`config.mk`:
```
export PLATFORM = sky130hd
export DESIGN_NAME = i2c_fifo_wr_arbiter
export DESIGN_NICKNAME = d
export VERILOG_FILES = /design/src/rtl/i2c_fifo_pkg.sv /design/src/rtl/rr_arbiter_sel.sv /design/src/rtl/i2c_fifo_wr_arbiter.sv
export SDC_FILE = /design/constraint.sdc
export NUM_CORES = 1
export LEC_CHECK = 0
export CAP_MARGIN = 30
export CORE_MARGIN = 8
export CORE_UTILIZATION = 40
export DETAILED_ROUTE_END_ITERATION = 12
export GPL_TIMING_DRIVEN = 0
export PLACE_DENSITY = 0.71
export SYNTH_ARGS = -nofsm -noshare
export SYNTH_HDL_FRONTEND = slang
export SYNTH_SLANG_ARGS = --single-unit
```
`constraint.sdc`:
```
create_clock -name clk_i -period 3.1 [get_ports clk_i]
set_input_delay 0.31 -clock clk_i [delete_from_list [all_inputs] [get_ports clk_i]]
set_output_delay 0.31 -clock clk_i [all_outputs]
set_load 0.03 [all_outputs]
```
`src/rtl/i2c_fifo_pkg.sv`:
```
// rtl/i2c_fifo_pkg.sv - shared state encoding and default widths for the FIFO write arbiter
package i2c_fifo_pkg;

    localparam int DEF_DATA_WIDTH = 16;
    localparam int WR_COUNT_W     = 16;
    localparam int BURST_CNT_W    = 8;

    typedef enum logic [1:0] {
        ST_IDLE  = 2'd0,
        ST_BURST = 2'd1,
        ST_STALL = 2'd2
    } arb_state_e;

endpackage

```
`src/rtl/rr_arbiter_sel.sv`:
```
// rtl/rr_arbiter_sel.sv - combinational round-robin pick of the next one-hot grant
module rr_arbiter_sel #(
    parameter int NUM_REQ = 4,
    parameter int IDX_W   = 2
) (
    input  logic [NUM_REQ-1:0] req,
    input  logic [IDX_W-1:0]   last_gnt,
    output logic [NUM_REQ-1:0] gnt
);

    logic found;

    // Walk forward from the slot after last_gnt, wrapping; the first requester seen wins.
    always_comb begin
        gnt   = '0;
        found = 1'b0;
        for (int k = 1; k <= NUM_REQ; k++) begin
            for (int i = 0; i < NUM_REQ; i++) begin
                if (!found && req[i] && (i == (int'(last_gnt) + k) % NUM_REQ)) begin
                    gnt[i] = 1'b1;
                    found  = 1'b1;
                end
            end
        end
    end

endmodule

```
`src/rtl/i2c_fifo_wr_arbiter.sv`:
```
// rtl/i2c_fifo_wr_arbiter.sv - round-robin burst arbiter feeding one FIFO write port
module i2c_fifo_wr_arbiter
    import i2c_fifo_pkg::*;
#(
    parameter int NUM_REQ    = 4,
    parameter int DATA_WIDTH = DEF_DATA_WIDTH,
    parameter int MAX_BURST  = 8
) (
    input  logic                          clk_i,
    input  logic                          a_rst_n_i,
    input  logic [NUM_REQ-1:0]            req_vld_i,
    input  logic [NUM_REQ*DATA_WIDTH-1:0] req_data_i,
    output logic [NUM_REQ-1:0]            req_rdy_o,
    output logic [NUM_REQ-1:0]            gnt_o,
    input  logic                          fifo_full_i,
    input  logic                          fifo_afull_i,
    input  logic                          fifo_rst_busy_i,
    output logic                          fifo_wr_en_o,
    output logic [DATA_WIDTH-1:0]         fifo_wdata_o,
    output logic [WR_COUNT_W-1:0]         wr_count_o
);

    localparam int IDX_W = (NUM_REQ > 1) ? $clog2(NUM_REQ) : 1;
    localparam logic [BURST_CNT_W-1:0] BURST_LAST = BURST_CNT_W'(MAX_BURST);

    logic [1:0]             rst_sync;
    logic                   rst_n;
    arb_state_e             state_q, state_d;
    logic [NUM_REQ-1:0]     gnt_q, gnt_d, next_gnt;
    logic [IDX_W-1:0]       last_gnt_q, last_gnt_d, gnt_idx;
    logic [BURST_CNT_W-1:0] burst_cnt_q, burst_cnt_d, burst_inc;
    logic [WR_COUNT_W-1:0]  wr_count_q;
    logic [DATA_WIDTH-1:0]  wdata_sel;
    logic                   can_wr, holder_vld, accept;

    // Reset asserts immediately but releases only after two clean clock edges.
    always_ff @(posedge clk_i or negedge a_rst_n_i) begin
        if (!a_rst_n_i) rst_sync <= 2'b00;
        else            rst_sync <= {rst_sync[0], 1'b1};
    end
    assign rst_n = rst_sync[1];

    // A pending write into the last free slot must block a further accept.
    assign can_wr     = ~fifo_full_i & ~fifo_rst_busy_i & ~(fifo_afull_i & fifo_wr_en_o);
    assign holder_vld = |(req_vld_i & gnt_q);
    assign req_rdy_o  = (state_q == ST_BURST && can_wr) ? gnt_q : '0;
    assign accept     = |(req_vld_i & req_rdy_o);
    assign burst_inc  = burst_cnt_q + BURST_CNT_W'(accept);
    assign gnt_o      = gnt_q;
    assign wr_count_o = wr_count_q;

    rr_arbiter_sel #(
        .NUM_REQ (NUM_REQ),
        .IDX_W   (IDX_W)
    ) u_rr_sel (
        .req      (req_vld_i),
        .last_gnt (last_gnt_q),
        .gnt      (next_gnt)
    );

    // Holder index and its data word, both taken from the registered grant.
    always_comb begin
        gnt_idx   = '0;
        wdata_sel = '0;
        for (int i = 0; i < NUM_REQ; i++) begin
            if (gnt_q[i]) begin
                gnt_idx   = IDX_W'(i);
                wdata_sel = req_data_i[i*DATA_WIDTH +: DATA_WIDTH];
            end
        end
    end

    // FSM, grant, fairness pointer and burst counter registers.
    always_ff @(posedge clk_i or negedge rst_n) begin
        if (!rst_n) begin
            state_q     <= ST_IDLE;
            gnt_q       <= '0;
            last_gnt_q  <= IDX_W'(NUM_REQ - 1);
            burst_cnt_q <= '0;
        end else begin
            state_q     <= state_d;
            gnt_q       <= gnt_d;
            last_gnt_q  <= last_gnt_d;
            burst_cnt_q <= burst_cnt_d;
        end
    end

    // Next-state: grant in IDLE, count accepts in BURST, hold the grant through STALL.
    always_comb begin
        state_d     = state_q;
        gnt_d       = gnt_q;
        last_gnt_d  = last_gnt_q;
        burst_cnt_d = burst_cnt_q;
        case (state_q)
            ST_IDLE: begin
                if (|req_vld_i) begin
                    gnt_d       = next_gnt;
                    burst_cnt_d = '0;
                    state_d     = ST_BURST;
                end
            end
            ST_BURST: begin
                burst_cnt_d = burst_inc;
                if (burst_inc == BURST_LAST || !holder_vld) begin
                    state_d    = ST_IDLE;
                    gnt_d      = '0;
                    last_gnt_d = gnt_idx;
                end else if (!can_wr) begin
                    state_d = ST_STALL;
                end
            end
            ST_STALL: begin
                if (!holder_vld) begin
                    state_d    = ST_IDLE;
                    gnt_d      = '0;
                    last_gnt_d = gnt_idx;
                end else if (can_wr) begin
                    state_d = ST_BURST;
                end
            end
            default: begin
                state_d = ST_IDLE;
                gnt_d   = '0;
            end
        endcase
    end

    // Accepted word reaches the FIFO port exactly one cycle later.
    always_ff @(posedge clk_i or negedge rst_n) begin
        if (!rst_n) begin
            fifo_wr_en_o <= 1'b0;
            fifo_wdata_o <= '0;
            wr_count_q   <= '0;
        end else begin
            fifo_wr_en_o <= accept;
            if (accept) fifo_wdata_o <= wdata_sel;
            wr_count_q <= wr_count_q + WR_COUNT_W'(accept);
        end
    end

endmodule

```
### Word level (Yosys, flattened, before mapping)

Index checks and enable logic that the tools add are counted.

* flip-flop bits (word level): 51
* output and inout bits: 41
* word-level logic and storage cells: 166

* add/subtract/negate cells: 6
* equality and inequality tests: 20
* multiplexer cells: 53
* bitwise operators: 12
* reductions and logical operators: 67

Operators with widths (count)
* 32-bit zero test: 4
* 16-bit 2-to-1 mux: 4
* 1-bit logical AND: 32
* 1-bit 2-to-1 mux: 31
* 3-bit equality test (first input constant): 8
* 2-bit 2-to-1 mux: 9
* 16-bit by 1-bit adder with 16-bit output: 1
* 1-bit zero test: 16
* 4-bit 2-to-1 mux: 4
* 8-bit one-hot mux with 2 select lines: 1
* 2-bit by 3-bit equality test with 1-bit output (first input constant): 4
* 4-bit one-hot mux with 3 select lines: 1
* 4-bit OR reduction: 3
* 3-bit AND reduction: 3
* 8-bit by 1-bit adder with 8-bit output: 1
* 4-bit AND: 2
* 8-bit by 4-bit equality test with 1-bit output (second input constant): 1
* 8-bit 2-to-1 mux: 1
* 2-bit OR reduction: 4
* 2-bit one-hot mux with 3 select lines: 1
* 2-bit by 1-bit adder with 2-bit output (second input constant): 2
* 2-bit adder (second input constant): 2
* 1-bit AND (first input constant): 4
* 2-bit inequality test (second input constant): 2
* other kinds (12): 17

### Depth between registers and ports, before layout

Gate-level depths: netlist (run 1).

* word-level depth: 68
* gate-level depth with buffers: 12
* mapped depth without buffers: 10

### By module

Synthesis (run 1) repeated with hierarchy kept, for this count alone.

* cell total of the unflattened synthesis: 297
* area, all modules: 2837.7 sq um

By module, submodules not included
* i2c_fifo_wr_arbiter: instances 1, cells each 280, area each 2732.6 sq um
* rr_arbiter_sel: instances 1, cells each 17, area each 105.1 sq um

### Worst setup path after synthesis (run 1)

OpenSTA, ideal clock, no wires.

* path type: flip-flop to flip-flop
* from: reg gnt_q[1], in the netlist gnt_o[1]
* to: reg gnt_q[3], in the netlist gnt_o[3]
* setup time: 0.122 ns
* arrival time: 3.169 ns
* required time: 2.978 ns
* setup slack: -0.190 ns
* stages on the path, launching flop included: 13
* buffers on the path: 2
* cell sequence: dfrtp_1 -> a22o_4 -> a221o_1 -> and3_1 -> buf_6 -> buf_8 -> ha_1 -> ha_1 -> nor3_1 -> nand4_1 -> o21ai_1 -> o32ai_2 -> a32o_1

* word-level cells in the longest chain between the ends: 8

RTL lines
* start, declared: RTL line i2c_fifo_wr_arbiter.sv:29 `logic [NUM_REQ-1:0] gnt_q, gnt_d, next_gnt;`
* start signal, assigned: RTL line i2c_fifo_wr_arbiter.sv:82 `gnt_q <= gnt_d;`
* 4-bit 2-to-1 mux: RTL line i2c_fifo_wr_arbiter.sv:46 `assign req_rdy_o = (state_q == ST_BURST && can_wr) ? gnt_q : '0;`
* 4-bit AND: RTL line i2c_fifo_wr_arbiter.sv:47 `assign accept = |(req_vld_i & req_rdy_o);`
* 4-bit OR reduction: RTL line i2c_fifo_wr_arbiter.sv:47
* via accept: RTL line i2c_fifo_wr_arbiter.sv:34 `logic can_wr, holder_vld, accept;`
* 8-bit by 1-bit adder with 8-bit output: RTL line i2c_fifo_wr_arbiter.sv:48 `assign burst_inc = burst_cnt_q + BURST_CNT_W'(accept);`
* 8-bit by 4-bit equality test with 1-bit output: RTL line i2c_fifo_wr_arbiter.sv:104 `if (burst_inc == BURST_LAST || !holder_vld) begin`
* 1-bit logical OR: RTL line i2c_fifo_wr_arbiter.sv:104
* 2-bit by 1-bit inequality test with 1-bit output (no source line)
* 3-bit AND reduction (no source line)

The timed path passes the listed nets, and every way through them passes these cells.
A chain may end at the register's enable or synchronous reset.

### Worst setup path in the final report (run 1)

* from: reg gnt_q[1], in the netlist gnt_o[1]
* to: reg gnt_q[3], in the netlist gnt_o[3]

* word-level cells in the longest chain between the ends: 8

RTL lines (RTL line)
* 4-bit 2-to-1 mux: i2c_fifo_wr_arbiter.sv:46
* 4-bit AND: i2c_fifo_wr_arbiter.sv:47
* 4-bit OR reduction: i2c_fifo_wr_arbiter.sv:47
* 8-bit by 1-bit adder with 8-bit output: i2c_fifo_wr_arbiter.sv:48
* 8-bit by 4-bit equality test with 1-bit output: i2c_fifo_wr_arbiter.sv:104
* 1-bit logical OR: i2c_fifo_wr_arbiter.sv:104
* 2-bit by 1-bit inequality test with 1-bit output (no source line)
* 3-bit AND reduction (no source line) (*)

Mark *: on every way between the ends. The rest lies on a longest branch, timed or not.

==> summary.txt, run 1 <==
Pwr
  – LEAKAGE: 1.71 nW
  – Internal: 1.82 mW
  – Part of the power in registers: 0.302
  – Sw Ratio: 0.449
  – Clock network fraction of design power: 0.122
  – Max rail drop VDD: 412 uV
  – Overall Power: 3.30 mW
  – Combinational share of power: 0.576
  – Power per cell area: 756 nW/um2
  – Switching power: 1.48 mW

Clocking
  – CTS Root Cell: clkbuf_8
  – Number of buffers created by CTS: 5
  – Clock-pin transition on the worst setup and hold timing paths: 0.11 ns
  – Clock tree from TritonCTS: built
  – Quantity of hold-fixing buffers added after cts: 0
  – Clock latency reported for the late side of the worst-skew pair: 0.31 ns
  – Maximum number of buffers from clock root to sink: 2
  – TritonCTS sink count: 51
  – Count of H-tree levels built during CTS: 2

Yosys
  – Proportion of netlist area held by the largest area contributor: 0.422
  – Number of warnings reported in the yosys synthesis log: 0
  – Average size of a mapped cell: 9.94 um2
  – Seq/Total Area, Yosys: 0.441
  – Synthesis-stage register bit count: 51
  – Area of the mapped netlist: 2900 um2
  – Synthesized netlist net count: 369
  – Number of synthesized flops with an enable pin: 0
  – Most used DFF post-synth: dfrtp_1
  – Synth async-reset ratio: 1.00
  – Library cell occupying the most area in the post-synthesis netlist: dfrtp_1
  – Cell count after synthesis: 292
  – Post-synth cell types: 50
  – Top post-synthesis cells by area: dfrtp_1 42%, a21oi_2 4.8%, a221oi_1 4.8%

STA
  – Hold Slack: 0.150 ns
  – Worst slew margin: 0.594
  – Setup repair after global routing missed its margin: no
  – Achievable Freq: 337 MHz
  – Number of setup violations in the final report: 0
  – Worst clock skew: 0.0112 ns
  – Slew @ Worst Pin: 0.608 ns
  – Hold violation total from the final report: 0
  – Final clock period utilization by the worst path: 0.958
  – Final Max Tran Viols: 0
  – Final Critical Period: 2.97 ns

Placement
  – Routability congestion estimate from global placement: 0.825
  – IO buf count: 113
  – Hpwl dp: 6.91 mm

Cells and area
  – Number of diodes added for antenna fixing: 0
  – Nets: 492
  – Fraction of final layout cells sized beyond drive strength 1: 0.168
  – Utilization after layout: 0.612
  – Layout-stage area growth over the synthesis result: 50.5%

Outcome
  – Outcome: complete, no violations

Critical path
  – Most common cell type on the critical path: ha_4
  – WP data required: 3.29 ns
  – Cell chain of the critical path: a22o_4 > a221o_1 > and3_4 > buf_6 > ha_4 > ha_4 > nor3_4 > nand4_1 > o21ai_4 > o32ai_4 > a32o_2
  – Worst setup path class: reg -> reg
  – CP arrival: 3.16 ns
  – Critical Path Fanout Max: 18
  – Slowest Stage Delay on Critical Path: 0.45 ns
  – Sort of element at the start of the critical path: flip-flop
  – FF-to-FF path depth: 11
  – RR Startpoint: gnt_o[1]$_DFFE_PN0P_
  – Endpoint of the most critical register-to-register path: gnt_o[3]$_DFFE_PN0P_
  – Slowest stage cell, crit path: dfrtp_2
  – Slack of the worst reg-to-reg path: 0.13 ns
  – Critical Path End Type: flip-flop

Floorplanning
  – Number of ports placed on the die boundary: 114
  – Initial standard-cell utilization of the core: 0.407
  – Floorplan die height: 101 um
  – Core region area: 7140 um2
  – Area of the die: 10,200 um2
  – Die outline width: 101 um
  – Standard-cell rows: 31

Detailed routing
  – # DRC: 0
  – Drt wl/cell: 17.7 um
  – Starting DRC count in detailed routing: 121
  – First-pass iteration count of the detailed router: 5
  – Via count of the routed design: 2,772
  – DR WL met2: 4.57 mm
  – Vias/cell: 5.38
  – Number of routed nets with antenna violations: 0
  – Met3 wire len: 439 um
  – Post-detailed-routing wire length: 9.12 mm
  – Highest routed metal layer: met4
  – Met1 layer wirelength in the final routing: 3.95 mm

Global route
  – Residual overflow from global routing: 0
  – Vias in the first global route: 2,693
  – Global-route wire length before repair: 14.1 mm
  – Largest net degree at the start of global routing: 39
  – Gr usage total: 0.173
  – Number of antenna violations at the first check in global routing: 0

Flow run
  – Count of maximum capacitance violations: 0

Hold path
  – Min-delay worst type: reg -> async
metrics by stage:
step,instances,cell area (um2),TNS [ns],setup slack [ns]
6_report,515,4370,0,0.131
5_1_grt,515,4370,0,0.0183
3_3_place_gp,504,4170,-5.18,-0.681
4_1_cts,515,4310,0,0.00163
2_1_floorplan,292,2910,0,0.0473
3_5_place_dp,505,4190,-5.36,-0.689
critical path, delay by kind of cell (launching register included):
kind / cells / cell delay [ns]
AO/OA/AOI/OAI: 5 / 1.25
AND/OR/NAND/NOR: 3 / 0.57
flip-flops: 1 / 0.45
adder cells (fa/ha/maj): 2 / 0.42
buffers and inverters: 1 / 0.18
power groups by stage:
stage               sequential (mW)  combinational [mW]  clock (mW)
floorplan                      1.29               0.925           0
global placement               1.01                1.84           0
detailed placement             1.01                1.88           0
CTS                            1.00                1.88       0.417
global route                   1.02                2.05       0.442
finish                        0.997                1.90       0.403
per-layer routing:
metal  track usage  vias to the layer above
met2         0.285                       81
met4        0.0481                        0
li1              -                     1340
met1         0.224                     1341
met3        0.0357                       10
met5             0                        -
cells in the final DEF, fill, tap and decap left out, drive strengths merged, types with 4 or more instances in the layout:
cell	instances
a21oi	25
a22oi	16
clkbuf	14
o22ai	5
nand3	10
nor3	5
xnor2	12
o21ai	13
ha	4
a32o	4
xor2	4
nor2	47
buf	14
nand2	12
a221oi	17
clkdlybuf4s50	111
inv	7
and3	9
nand4	7
dfrtp	49
cell families after synthesis:
| kind of cell | after synthesis | share of synthesized area |
|---|---|---|
| buf+inv | 25 | 0.0513 |
| xor+xnor | 16 | 0.0483 |
| compound gates | 94 | 0.258 |
| fa+ha+maj | 4 | 0.0172 |
| simple gates | 100 | 0.180 |
| other cells | 1 | 0.00129 |
| mux | 1 | 0.00345 |
| flops | 51 | 0.441 |
flip-flops by register name, indices dropped and copies added (netlist names):
signal / cells
fifo_wdata_o: 16
gnt_o: 4
wr_count_o: 16
fifo_wr_en_o: 1
state_q: 2
burst_cnt_q: 8
rst_sync: 2
last_gnt_q: 2
worst max-delay path by stage:
stage | startpoint | to | slack [ns] | cells past startpoint
final | gnt_o[1]$_DFFE_PN0P_ | gnt_o[3]$_DFFE_PN0P_ | 0.13 | 11
after global routing | gnt_o[1]$_DFFE_PN0P_ | gnt_o[3]$_DFFE_PN0P_ | 0.02 | 11
after CTS | gnt_o[1]$_DFFE_PN0P_ | gnt_o[3]$_DFFE_PN0P_ | 0.002 | 12
after detailed placement | fifo_afull_i | gnt_o[3]$_DFFE_PN0P_ | -0.69 | 12
after global placement | fifo_afull_i | gnt_o[3]$_DFFE_PN0P_ | -0.68 | 12
after floorplan | gnt_o[1]$_DFFE_PN0P_ | gnt_o[0]$_DFFE_PN0P_ | 0.05 | 12
layout make-up:
cell class	count	area (um2)
Fill cell	634	2770
Inverter	5	18.8
Timing Repair Buffer	117	1170
Buffer	19	115
Sequential cell	51	1280
Clock inverter	3	25.0
Clock buffer	5	68.8
Multi-Input combinational cell	216	1560
Tap cell	99	124
synthesized netlist by cell type, types with 7 or more instances:
cell,count
a221oi_1,16
a21oi_2,16
a22oi_1,16
nand4_1,7
nor2_2,10
nor2_1,35
nand2_1,12
and3_1,9
xnor2_1,12
clkbuf_1,9
buf_2,7
nand3_1,10
dfrtp_1,49
o21ai_0,11
a21oi_1,9
timing repair:
action / CTS / global route
pin swaps: 2 / 6
buffers inserted: 2 / 1
gates resized for setup: 5 / 10
setup endpoints to repair: 8 / 7
Note: power is estimated with default switching activity, not from simulation.
==> inputs of run 2 (changes only) <==
--- a/config.mk
+++ b/config.mk
@@ -7,10 +7,10 @@
 export LEC_CHECK = 0
 export CAP_MARGIN = 30
 export CORE_MARGIN = 8
-export CORE_UTILIZATION = 40
+export CORE_UTILIZATION = 47
 export DETAILED_ROUTE_END_ITERATION = 12
 export GPL_TIMING_DRIVEN = 0
-export PLACE_DENSITY = 0.71
+export PLACE_DENSITY = 0.82
 export SYNTH_ARGS = -nofsm -noshare
 export SYNTH_HDL_FRONTEND = slang
 export SYNTH_SLANG_ARGS = --single-unit
==> run 2 against run 1 <==
Combinational power up 4%. Maximum frequency is 2.6% lower. Hold slack lost 0.022 ns. Setup slack got worse by 0.079 ns. Sequential power barely moved. Sequential share of layout area about the same. Utilization increased by 12 points. Largest cell class unchanged. Largest power group unchanged.
==> summary.txt, run 2 (synthesized netlist as in run 1, its figures left out) <==
Outcome
  – Outcome: complete, no violations

Clocking
  – Count of H-tree levels built during CTS: 2 (unchanged)
  – Clock-pin transition on the worst setup and hold timing paths: 0.11 ns (about the same)
  – Clock latency reported for the late side of the worst-skew pair: 0.32 ns (about the same)
  – TritonCTS sink count: 51 (unchanged)
  – CTS Root Cell: clkbuf_8
  – Clock tree from TritonCTS: built
  – Maximum number of buffers from clock root to sink: 2 (unchanged)
  – Number of buffers created by CTS: 5 (unchanged)

Global route
  – Largest net degree at the start of global routing: 40 (+2.6%)
  – Gr usage total: 0.205 (+0.0318)
  – Vias in the first global route: 2,843 (+5.6%)
  – Number of antenna violations at the first check in global routing: 0 (unchanged)
  – Residual overflow from global routing: 0 (unchanged)
  – Global-route wire length before repair: 14.6 mm (+3.3%)

Pwr
  – Part of the power in registers: 0.293 (-0.009)
  – Internal: 1.85 mW (+1.8%)
  – Max rail drop VDD: 626 uV (+52%)
  – Combinational share of power: 0.585 (+0.009)
  – LEAKAGE: 1.73 nW (+0.95%)
  – Clock network fraction of design power: 0.122 (about the same)
  – Switching power: 1.54 mW (+3.8%)
  – Power per cell area: 776 nW/um2 (+2.8%)
  – Sw Ratio: 0.454 (+0.00483)

Cells and area
  – Filler Cells Inserted: 432 (-32%)
  – Fraction of final layout cells sized beyond drive strength 1: 0.172 (+0.00357)
  – Layout-stage area growth over the synthesis result: 50.3% (about the same)
  – FF/Latch Area: 1280 um2 (unchanged)
  – Number of diodes added for antenna fixing: 0 (unchanged)
  – Nets: 495 (+0.61%)
  – Utilization after layout: 0.733 (+0.121)
  – Total area of multi-input combinational cells: 1550 um2 (-0.40%)
  – Top library cells by usage in the layout, fill and taps aside: 111 x clkdlybuf4s50_1, 46 x dfrtp_1, 35 x nor2_1
  – Most common cell after layout, fill and taps aside: clkdlybuf4s50_1
  – Cell area after layout: 4360 um2 (about the same)

Critical path
  – CP arrival: 3.25 ns (+0.09 ns)
  – CP delay by family, top: compound AO/OA/AOI/OAI gates
  – Critical Path End Type: flip-flop
  – Sort of element at the start of the critical path: flip-flop
  – WP data required: 3.30 ns (about the same)
  – Critical Path Fanout Max: 12 (-6)
  – Cell chain of the critical path: a22o_4 > a221o_1 > and3_4 > buf_6 > buf_8 > ha_4 > ha_4 > nor3_4 > nand4_1 > o21ai_4 > o32ai_4 > a32o_2
  – Critical path buffers and inverters: 2 (+1)
  – Slowest stage cell, crit path: dfrtp_2
  – Slowest Stage Delay on Critical Path: 0.43 ns (-0.02 ns)
  – Worst setup path class: reg -> reg
  – Most common cell type on the critical path: ha_4

Placement
  – IO buf count: 113 (unchanged)
  – Post-place setup slack: -0.658 ns (+0.0307 ns)
  – Placed instance area: 4160 um2 (-0.72%)
  – Hpwl dp: 7.23 mm (+4.6%)
  – Routability congestion estimate from global placement: 0.851 (+3.1%)

STA
  – Hold Slack: 0.128 ns (-0.0222 ns)
  – Number of setup violations in the final report: 0 (unchanged)
  – Worst slew margin: 0.553 (-0.0415)
  – Final setup slack of the worst path: 0.0513 ns (-0.0794 ns)
  – Final Critical Period: 3.05 ns (+0.0794 ns)
  – Final clock period utilization by the worst path: 0.983 (+0.0256)
  – Worst clock skew: 0.0174 ns (+0.00617 ns)
  – Final Max Tran Viols: 0 (unchanged)
  – Achievable Freq: 328 MHz (-2.6%)
  – Hold violation total from the final report: 0 (unchanged)
  – Slew @ Worst Pin: 0.671 ns (+0.0623 ns)

Floorplanning
  – Die outline width: 94.6 um (-6.5%)
  – Number of ports placed on the die boundary: 114 (unchanged)
  – Standard-cell rows: 28 (-9.7%)
  – Area of the die: 8950 um2 (-13%)
  – Initial standard-cell utilization of the core: 0.487 (+0.0807)
  – Core region area: 5960 um2 (-17%)
  – Floorplan die height: 94.6 um (-6.5%)

Detailed routing
  – Number of routed nets with antenna violations: 0 (unchanged)
  – First-pass iteration count of the detailed router: 4 (-1)
  – Post-detailed-routing wire length: 9.68 mm (+6.2%)
  – Drt wl/cell: 19.6 um (+11%)
  – # DRC: 0 (unchanged)
  – Starting DRC count in detailed routing: 159 (+31%)
  – Vias/cell: 5.86 (+8.9%)
  – Via count of the routed design: 2,895 (+4.4%)

Hold path
  – Min-delay worst type: reg -> async

Flow run
  – Count of maximum capacitance violations: 0 (unchanged)
## run 2: what timing repair did
| item | 4_1_cts | 5_1_grt |
|---|---|---|
| hold buffers | 0 | 0 |
| setup buffers | 4 | 1 |
| pin swaps | 2 | 5 |
| endpoints found under the setup margin | 8 | 7 |
| gates resized for setup | 4 | 9 |
## run 2: power by group through the flow
stage | Clock [mW] | Combinational [mW] | Sequential [mW]
after global routing | 0.447 | 2.12 | 1.02
after floorplan | 0 | 0.925 | 1.29
after CTS | 0.425 | 1.94 | 0.989
after detailed placement | 0 | 1.90 | 1.01
after global placement | 0 | 1.83 | 1.01
final | 0.412 | 1.98 | 0.994
## run 2: cell type report
type	count	share of cell area
plain buffers	20	0.0298
clock buffers	5	0.0158
clock inverters	3	0.00631
inverters	5	0.00430
multi-input cells	216	0.356
flip-flops and latches	51	0.294
well taps	75	0.0215
repair buffers	119	0.273
## run 2: path summary, 6_finish.rpt
| check | start | to | slack, ns | depth (start not counted) |
|---|---|---|---|---|
| worst max-delay path | gnt_o[1]$_DFFE_PN0P_ | gnt_o[1]$_DFFE_PN0P_ | 0.05 | 12 |
| worst max register to register | gnt_o[1]$_DFFE_PN0P_ | gnt_o[1]$_DFFE_PN0P_ | 0.05 | 12 |
| min in group clk_i | rst_sync[0]$_DFF_PN0_ | rst_sync[1]$_DFF_PN0_ | 0.39 | 0 |
| max in group asynchronous | rst_sync[1]$_DFF_PN0_ | last_gnt_q[1]$_DFFE_PN1P_ | 2.40 | 1 |
| worst min-delay path | rst_sync[1]$_DFF_PN0_ | wr_count_o[4]$_DFF_PN0_ | 0.13 | 0 |
| worst min register to register | rst_sync[1]$_DFF_PN0_ | wr_count_o[4]$_DFF_PN0_ | 0.13 | 0 |
## run 2: stage by stage
stage               TNS (ns)  instances  total power, mW
global route         -0.0411        494             3.58
CTS                        0        493             3.35
global placement       -4.19        480             2.84
floorplan                  0        292             2.22
detailed placement     -4.66        481             2.91
finish                     0        494             3.39
## run 2: routing by layer
layer	up-vias	GRT usage	wire [um]
met5	-	0	0
met4	0	0.0624	158
met3	16	0.0365	633
met2	111	0.356	5130
met1	1424	0.252	3760
li1	1344	-	-
==> inputs of run 3 (changes only) <==
--- a/config.mk
+++ b/config.mk
@@ -6,7 +6,6 @@
 export NUM_CORES = 1
 export LEC_CHECK = 0
 export CAP_MARGIN = 30
-export CORE_MARGIN = 8
 export CORE_UTILIZATION = 47
 export DETAILED_ROUTE_END_ITERATION = 12
 export GPL_TIMING_DRIVEN = 0
==> run 3 against run 2 <==
Utilization barely moved. Critical path depth rose by 1. Clock power barely moved. Final area barely moved. Sequential power is essentially flat. Largest cell class unchanged. Sequential share of layout area hardly changed. Setup slack better by 0.043 ns. Via count decreased by 1.8%.
==> summary.txt, run 3 (synthesized netlist as in run 1, its figures left out) <==
Critical path
  – CP arrival: 3.25 ns (about the same)
  – Cell chain of the critical path: a22o_4 > a221o_1 > and3_1 > buf_6 > buf_8 > ha_4 > ha_4 > nor3_4 > nand4_1 > o21ai_4 > buf_6 > nor3_1 > a211oi_2
  – Critical Path End Type: flip-flop
  – Endpoint of the most critical register-to-register path: last_gnt_q[1]$_DFFE_PN1P_
  – CP delay by family, top: compound AO/OA/AOI/OAI gates
  – Slowest stage cell, crit path: dfrtp_2
  – Worst setup path class: reg -> reg
  – WP data required: 3.34 ns (+0.04 ns)
  – Critical Path Fanout Max: 12 (unchanged)
  – FF-to-FF path depth: 13 (+1)
  – RR Startpoint: gnt_o[0]$_DFFE_PN0P_
  – Slowest Stage Delay on Critical Path: 0.45 ns (+0.02 ns)
  – Critical path buffers and inverters: 3 (+1)
  – Slack of the worst reg-to-reg path: 0.09 ns (+0.04 ns)
  – Sort of element at the start of the critical path: flip-flop

Floorplanning
  – Core region area: 5960 um2 (unchanged)
  – Floorplan die height: 80.6 um (-15%)
  – Standard-cell rows: 28 (unchanged)
  – Die outline width: 80.6 um (-15%)
  – Initial standard-cell utilization of the core: 0.487 (unchanged)
  – Area of the die: 6490 um2 (-27%)
  – Number of ports placed on the die boundary: 114 (unchanged)

Placement
  – IO buf count: 113 (unchanged)
  – Routability congestion estimate from global placement: 0.845 (-0.71%)
  – Hpwl dp: 6.38 mm (-12%)

Global route
  – Vias in the first global route: 2,581 (-9.2%)
  – Gr usage total: 0.262 (+0.0570)
  – Global-route wire length before repair: 12.6 mm (-13%)
  – Residual overflow from global routing: 0 (unchanged)
  – Number of antenna violations at the first check in global routing: 0 (unchanged)
  – Largest net degree at the start of global routing: 28 (-30%)

Cells and area
  – Utilization after layout: 0.733 (about the same)
  – Top library cells by usage in the layout, fill and taps aside: 111 x clkdlybuf4s50_1, 46 x dfrtp_1, 35 x nor2_1
  – Fraction of final layout cells sized beyond drive strength 1: 0.171 (-0.000409)
  – Most common cell after layout, fill and taps aside: clkdlybuf4s50_1
  – Filler Cells Inserted: 408 (-5.6%)
  – Layout-stage area growth over the synthesis result: 50.4% (about the same)
  – Number of diodes added for antenna fixing: 0 (unchanged)
  – Nets: 496 (+0.20%)

Clocking
  – Number of buffers created by CTS: 5 (unchanged)
  – Maximum number of buffers from clock root to sink: 2 (unchanged)
  – CTS Root Cell: clkbuf_8
  – Clock tree from TritonCTS: built
  – Quantity of hold-fixing buffers added after cts: 0 (unchanged)
  – TritonCTS sink count: 51 (unchanged)
  – Clock latency reported for the late side of the worst-skew pair: 0.32 ns (about the same)
  – Clock-pin transition on the worst setup and hold timing paths: 0.10 ns (about the same)
  – Count of H-tree levels built during CTS: 2 (unchanged)

STA
  – Final Max Tran Viols: 0 (unchanged)
  – Worst clock skew: 0.0124 ns (-0.00497 ns)
  – Final Critical Period: 3.01 ns (-0.0430 ns)
  – Slew @ Worst Pin: 0.605 ns (-0.0658 ns)
  – Hold violation total from the final report: 0 (unchanged)
  – Setup TNS: 0 ns (unchanged)
  – Hold Slack: 0.147 ns (+0.0189 ns)
  – Achievable Freq: 333 MHz (+1.4%)
  – Final clock period utilization by the worst path: 0.970 (-0.0139)
  – Setup repair after global routing missed its margin: no
  – Worst slew margin: 0.597 (+0.0439)
  – Number of setup violations in the final report: 0 (unchanged)

Detailed routing
  – First-pass iteration count of the detailed router: 4 (unchanged)
  – Starting DRC count in detailed routing: 159 (unchanged)
  – Number of routed nets with antenna violations: 0 (unchanged)
  – Post-detailed-routing wire length: 8.63 mm (-11%)
  – # DRC: 0 (unchanged)
  – Via count of the routed design: 2,843 (-1.8%)
  – Drt wl/cell: 17.4 um (-11%)
  – Vias/cell: 5.74 (-2.0%)

Pwr
  – Max rail drop VDD: 502 uV (-20%)
  – LEAKAGE: 1.73 nW (+0.28%)
  – Power per cell area: 766 nW/um2 (-1.3%)
  – Overall Power: 3.35 mW (-1.3%)

Hold path
  – Min-delay worst type: in -> async

Flow run
  – Count of maximum capacitance violations: 0 (unchanged)

Outcome
  – Outcome: complete, no violations
==> run 3: layer usage <==
metal / track usage / wire length [um] / share of wire
met1: 0.311 / 3570 / 0.41
met5: 0 / 0 / 0
met2: 0.469 / 4440 / 0.51
met3: 0.0489 / 449 / 0.052
met4: 0.0893 / 161 / 0.019
==> run 3: where the power goes <==
group / internal [mW] / leakage [nW] / switching [mW]
Sequential: 0.849 / 0.657 / 0.145
Combinational: 0.826 / 1.03 / 1.12
Clock: 0.162 / 0.0485 / 0.247
==> run 3: repair_timing <==
action / in CTS / in global routing
endpoints found under the hold margin: 0 / 0
buffers inserted: 3 / 3
cloned: 0 / 0
endpoints found under the setup margin: 8 / 7
pin swaps: 2 / 5
resized for setup: 5 / 7
==> run 3: through the flow <==
| stage | area (um2) | instances | worst slack, ns |
|---|---|---|---|
| floorplan | 2910 | 292 | 0.0473 |
| global placement | 4140 | 480 | -0.640 |
| detailed placement | 4160 | 481 | -0.693 |
| CTS | 4290 | 492 | 0.00484 |
| global route | 4370 | 495 | 0.0122 |
| finish | 4370 | 495 | 0.0942 |
==> run 3: area by class of cell <==
cell class	count	area, um2	share of cell area
Multi-Input combinational cell	216	1550	0.356
Sequential cell	51	1280	0.294
Timing Repair Buffer	120	1200	0.274
Buffer	20	130	0.0298
Tap cell	75	93.8	0.0215
Clock buffer	5	68.8	0.0158
Clock inverter	3	22.5	0.00516
Inverter	5	18.8	0.00430
==> run 3: worst max-delay path by stage <==
stage                               startpoint                        end  slack (ns)  depth (start not counted)
after floorplan           gnt_o[1]$_DFFE_PN0P_       gnt_o[0]$_DFFE_PN0P_        0.05                         12
after global placement            fifo_afull_i       gnt_o[2]$_DFFE_PN0P_       -0.64                         12
after detailed placement          fifo_afull_i       gnt_o[0]$_DFFE_PN0P_       -0.69                         12
after CTS                 gnt_o[0]$_DFFE_PN0P_  last_gnt_q[1]$_DFFE_PN1P_       0.005                         13
after global routing      gnt_o[0]$_DFFE_PN0P_       gnt_o[1]$_DFFE_PN0P_        0.01                         12
final                     gnt_o[0]$_DFFE_PN0P_  last_gnt_q[1]$_DFFE_PN1P_        0.09                         13
==> run 3: worst register-to-register path, cell delays in order, from the launching register on <==
cell and delay [ns]:
dfrtp_2 0.45, a22o_4 0.25, a221o_1 0.30, and3_1 0.20, buf_6 0.14, buf_8 0.16
ha_4 0.18, ha_4 0.23, nor3_4 0.19, nand4_1 0.16, o21ai_4 0.25, buf_6 0.15
nor3_1 0.05, a211oi_2 0.21
==> RTL change 1, RTL diff (settings of run 1) <==
`WR_COUNT_W`: 16 -> 14.
--- a/src/rtl/i2c_fifo_pkg.sv
+++ b/src/rtl/i2c_fifo_pkg.sv
@@ -4,3 +4,3 @@
     localparam int DEF_DATA_WIDTH = 16;
-    localparam int WR_COUNT_W     = 16;
+    localparam int WR_COUNT_W     = 14;
     localparam int BURST_CNT_W    = 8;
Ports: changed (resized wr_count_o); port bits go from 114 to 112. The function was not compared with the original's and may differ.
==> RTL change 1 against run 1 <==
Total power shrank 4.3%; critical path depth grew 2; clock power decreased by 2%; global-route usage grew 0.55 points; cell area shrank 5.8%; via count shrank 1.0%; routed wire length down 7.4%; combinational power is 5% lower; sequential cell count fell by 2; sequential power is 4.8% lower; area after synthesis fell by 8.9%; setup slack improved by 0.075 ns; clock skew down 0.00066 ns; largest cell class unchanged; largest power group unchanged.
==> RTL change 1: results (changes against run 1) <==
INFO  status         run_status=completed
INFO  placed_design  hpwl_after_detailed_placement=6561µm [-5.1%]
INFO  global_routing grt_pass1_vias=2979 [+11%]
INFO  synth          synth_top_cells_by_count=sky130_fd_sc_hd__nor2_1, sky130_fd_sc_hd__dfrtp_1, sky130_fd_sc_hd__a21oi_1
INFO  routing        detail_route.wl_per_cell=17.10µm [-3.4%]
INFO  pwr            total_leakage_power=1.672nW [-2.3%]
INFO  routing        detail_route.iter0.violations=105 [-13%]
INFO  clock_network  clock_slew_at_the_register_clock_pins_of_the_worst_setup_and_hold_paths=0.09ns [-0.02 ns]
INFO  global_routing first_pass_grt_wire_length=14120µm [+0.25%]
INFO  routing        detail_route.first_pass.iterations=4 [-1]
INFO  timing         worst_margin_pin_slew=0.6941ns [+0.08582 ns]
INFO  min_path       min_path_type=in -> async
INFO  global_routing largest_net_degree_at_the_start_of_global_routing=34 [-13%]
INFO  critical_path  crit_slowest_cell=sky130_fd_sc_hd__clkdlybuf4s50_1
INFO  finish         post_route_cells_drive_above_1_share=11.75% [-5.1 points]
INFO  placed_design  dpl.cell_count=475 [-5.9%]
INFO  critical_path  worst-path-max-fanout=4 [-14]
INFO  synth          synth_seq_area_share=46.47% [+2.4 points]
INFO  routing        detailroute.via_count=2743 [-1.0%]
INFO  synth          synth.top_cells.by_area=sky130_fd_sc_hd__dfrtp_1, sky130_fd_sc_hd__nor2_1, sky130_fd_sc_hd__a221oi_1, sky130_fd_sc_hd__a21oi_1, sky130_fd_sc_hd__a22oi_1
INFO  synth          avgSynthCellArea=9.212µm² [-7.3%]
INFO  pwr            max-vdd-ir-drop=0.4258mV [+3.5%]
INFO  synth          count_of_different_cell_masters_after_synthesis=40 [-20%]
INFO  critical_path  worstReg2RegStart=gnt_o[2]$_DFFE_PN0P_
INFO  placed_design  gp_congestion=0.8152 [-1.2%]
INFO  routing        wire_length_after_detailed_routing=8446µm [-7.4%]
INFO  global_routing grt_use_total=17.85% [+0.55 points]
INFO  critical_path  startpoint=fifo_afull_i
INFO  placed_design  io_buffers=110 [-2.7%]
INFO  timing         fin_worst_skew=0.01052ns [-0.0006648 ns]
INFO  finish         num-fill-cells=555 [-12%]
RTL change 1: cell types whose count changed after synthesis, sizes merged, moves of 3 or more:
cell / before / now
nand2: 12 / 18
and3: 9 / 5
nand4: 7 / 3
buf: 11 / 8
nor2: 47 / 52
nand3: 10 / 7
RTL change 1: final cells by class:
type,count,area (µm²),share of cell area (%)
Buffer,18,96.34,2.341
Clock inverter,3,25.02,0.6081
Sequential cell,49,1232,29.95
Timing Repair Buffer,122,1202,29.22
Clock buffer,5,68.82,1.672
Tap cell,77,96.34,2.341
Inverter,6,22.52,0.5473
Multi-Input combinational cell,214,1371,33.32
RTL change 1: through the flow:
step / area, µm² / worst slack (ns) / power, mW
after floorplan: 2656 / 0.02184 / 2.001
after global placement: 3854 / -0.6190 / 2.617
after detailed placement: 3875 / -0.6898 / 2.655
after CTS: 4054 / 0.01117 / 3.121
after global routing: 4115 / 0.01569 / 3.386
final: 4115 / 0.2059 / 3.158
RTL change 1: worst paths after layout:
kind	slack, ns	cells after the start	to
min reg2reg	0.18	0	burst_cnt_q[0]$_DFFE_PN0P_
max reg2reg	0.23	12	gnt_o[0]$_DFFE_PN0P_
max in group asynchronous	2.35	1	last_gnt_q[1]$_DFFE_PN1P_
max	0.21	13	gnt_o[0]$_DFFE_PN0P_
min in group clk_i	0.36	0	rst_sync[1]$_DFF_PN0_
min	0.16	1	rst_sync[1]$_DFF_PN0_
RTL change 1: worst max-delay path: cells and delay by family:
family | cells | cell delay (ns)
buffers and inverters | 2 | 0.55
AND/OR/NAND/NOR | 5 | 0.92
AO/OA/AOI/OAI | 3 | 0.73
multiplexers | 1 | 0.12
adder cells (fa/ha/maj) | 2 | 0.42
RTL change 1: timing repair:
action,4_1_cts,5_1_grt
pin swaps,6,6
cloned,0,0
gates resized for setup,10,6
endpoints found under the setup margin,8,8
buffers inserted,7,4
RTL change 1: report_power, final:
part | switching (mW) | internal (mW) | total (mW)
Combinational | 1.04 | 0.775 | 1.81
Clock | 0.233 | 0.163 | 0.396
Sequential | 0.125 | 0.824 | 0.949
RTL change 1: per-layer routing:
metal	GRT usage [%]	wire length, µm	vias to the layer above
met2	29.53	4036	106
li1	-	-	1309
met3	7.752	782	12
met5	0	0	-
met1	20.14	3453	1316
met4	5.828	174	0
RTL change 1: cells by family (layout without fill, tap and decap cells):
group	after synthesis	after routing	synth area share [%]
AOI/OAI and AO/OA	92	92	24.80
xor gates and xnor gates	16	16	5.301
and+or+nand+nor	100	100	17.04
adders and majority gates	4	4	1.893
muxes	1	1	0.3786
DFF	49	49	46.47
other	1	1	0.1418
buffers and inverters	24	154	3.975
==> RTL change 2, RTL diff (settings of run 1) <==
Without the edit above. Make the reset (`a_rst_n_i` and `rst_n`) synchronous in 3 clocked blocks.
--- a/src/rtl/i2c_fifo_wr_arbiter.sv
+++ b/src/rtl/i2c_fifo_wr_arbiter.sv
@@ -36,3 +36,3 @@
     // Reset asserts immediately but releases only after two clean clock edges.
-    always_ff @(posedge clk_i or negedge a_rst_n_i) begin
+    always_ff @(posedge clk_i) begin
         if (!a_rst_n_i) rst_sync <= 2'b00;
@@ -73,3 +73,3 @@
     // FSM, grant, fairness pointer and burst counter registers.
-    always_ff @(posedge clk_i or negedge rst_n) begin
+    always_ff @(posedge clk_i) begin
         if (!rst_n) begin
@@ -128,3 +128,3 @@
     // Accepted word reaches the FIFO port exactly one cycle later.
-    always_ff @(posedge clk_i or negedge rst_n) begin
+    always_ff @(posedge clk_i) begin
         if (!rst_n) begin
Formal check against the unedited RTL: differs if a_rst_n_i is asserted again (counterexample within 4 cycles, from zero or initial values and one cycle with a_rst_n_i low); with a_rst_n_i held inactive, the same outputs for 4 cycles.
==> RTL change 2 against run 1 <==
Cell area shrank 4.5%; sequential cell count is the same; routed wire length grew 0.35%; area after synthesis shrank 4.1%; global-route usage grew 0.63 points; non-clock buffer count grew 4; setup slack gained 0.069 ns; largest cell class unchanged; highest routed layer unchanged.
Power is not compared: it rests on default switching activity, and its combinational part moved more than twofold at a synthesized area within 25%.
==> RTL change 2: results (changes against run 1) <==
INFO  routing        detail_route.first_pass.iterations=4 [-1]
INFO  timing         fmax=0.3448GHz [+2.4%]
INFO  status         run_status=completed
INFO  finish         clockNetworkAreaShare=2.759% [+0.61 points]
INFO  synth          synth_top_cells_by_count=sky130_fd_sc_hd__dfxtp_1, sky130_fd_sc_hd__a22oi_1, sky130_fd_sc_hd__nor2_1
INFO  routing        detailroute.via_count=2969 [+7.1%]
INFO  placed_design  placement.setup.worst_slack=-0.7777ns [-0.08906 ns]
INFO  finish         nets=516 [+4.9%]
INFO  critical_path  startpoint=fifo_afull_i
INFO  global_routing largest_net_degree_at_the_start_of_global_routing=18 [-54%]
INFO  finish         layout.comb_gates.multi_input=234 [+8.3%]
INFO  synth          avgSynthCellArea=8.723µm² [-12%]
INFO  finish         seq-cell-share=24.48% [-4.9 points]
INFO  synth          synth_seq_area_share=36.69% [-7.4 points]
INFO  critical_path  endpoint=last_gnt_q[1]$_SDFFE_PN1P_
INFO  critical_path  worst-path-max-fanout=7 [-11]
INFO  routing        detailroute.wirelength.met3=924µm [+110%]
INFO  routing        routed_wl_met2=4091µm [-11%]
INFO  finish         finish.cell_count_without_fillers=520 [+0.97%]
INFO  finish         post_route_cells_drive_above_1_share=7.500% [-9.3 points]
INFO  placed_design  gp_congestion=0.8479 [+2.8%]
INFO  global_routing first_pass_grt_wire_length=14430µm [+2.5%]
INFO  placed_design  hpwl_after_detailed_placement=7275µm [+5.2%]
INFO  timing         fin_worst_skew=0.008770ns [-0.002420 ns]
INFO  timing         relSlewSlack=58.76% [-0.69 points]
INFO  routing        detail_route.iter0.violations=130 [+7.4%]
INFO  critical_path  timing.reg2reg.setup_slack=0.22ns [+0.09 ns]
INFO  finish         multi_input_area=1654µm² [+6.1%]
INFO  timing         holdWs=0.4419ns [+0.2920 ns]
INFO  clock_network  post_cts.resized_instances=1 [-4]
INFO  min_path       min_path_type=reg -> reg
INFO  placed_design  dpl.cell_count=512 [+1.4%]
INFO  finish         proportion_of_final_cell_area_spent_on_non_clock_buffers=30.08% [+0.55 points]
==> RTL change 2: cell types whose count changed in the layout (fill, tap and decap cells not counted), sizes merged, moves of 6 or more <==
| cell | delta |
|---|---|
| dfrtp | -49 |
| o211a | +17 |
| a221oi | -17 |
| a22oi | +21 |
| a21oi | -16 |
| nor2 | -27 |
| o211ai | +17 |
| and2 | +18 |
| or3 | +7 |
| dfxtp | +51 |
| clkbuf | +6 |
==> RTL change 2: routing by layer <==
layer  track usage (%)  up-vias
li1                  -     1454
met1             20.36     1386
met2             28.82      116
met3             7.891       13
met4             7.101        0
met5                 0        -
==> RTL change 2: kinds of logic (layout without fill, tap and decap cells) <==
group | Yosys count | in the layout | share of synthesized area (%)
AO/OA/AOI/OAI | 119 | 119 | 32.46
XOR/XNOR | 13 | 13 | 4.092
adder cells (fa/ha/maj) | 4 | 4 | 1.799
buffers and inverters | 34 | 155 | 5.036
flip-flops | 51 | 51 | 36.69
AND/OR/NAND/NOR | 98 | 98 | 19.92
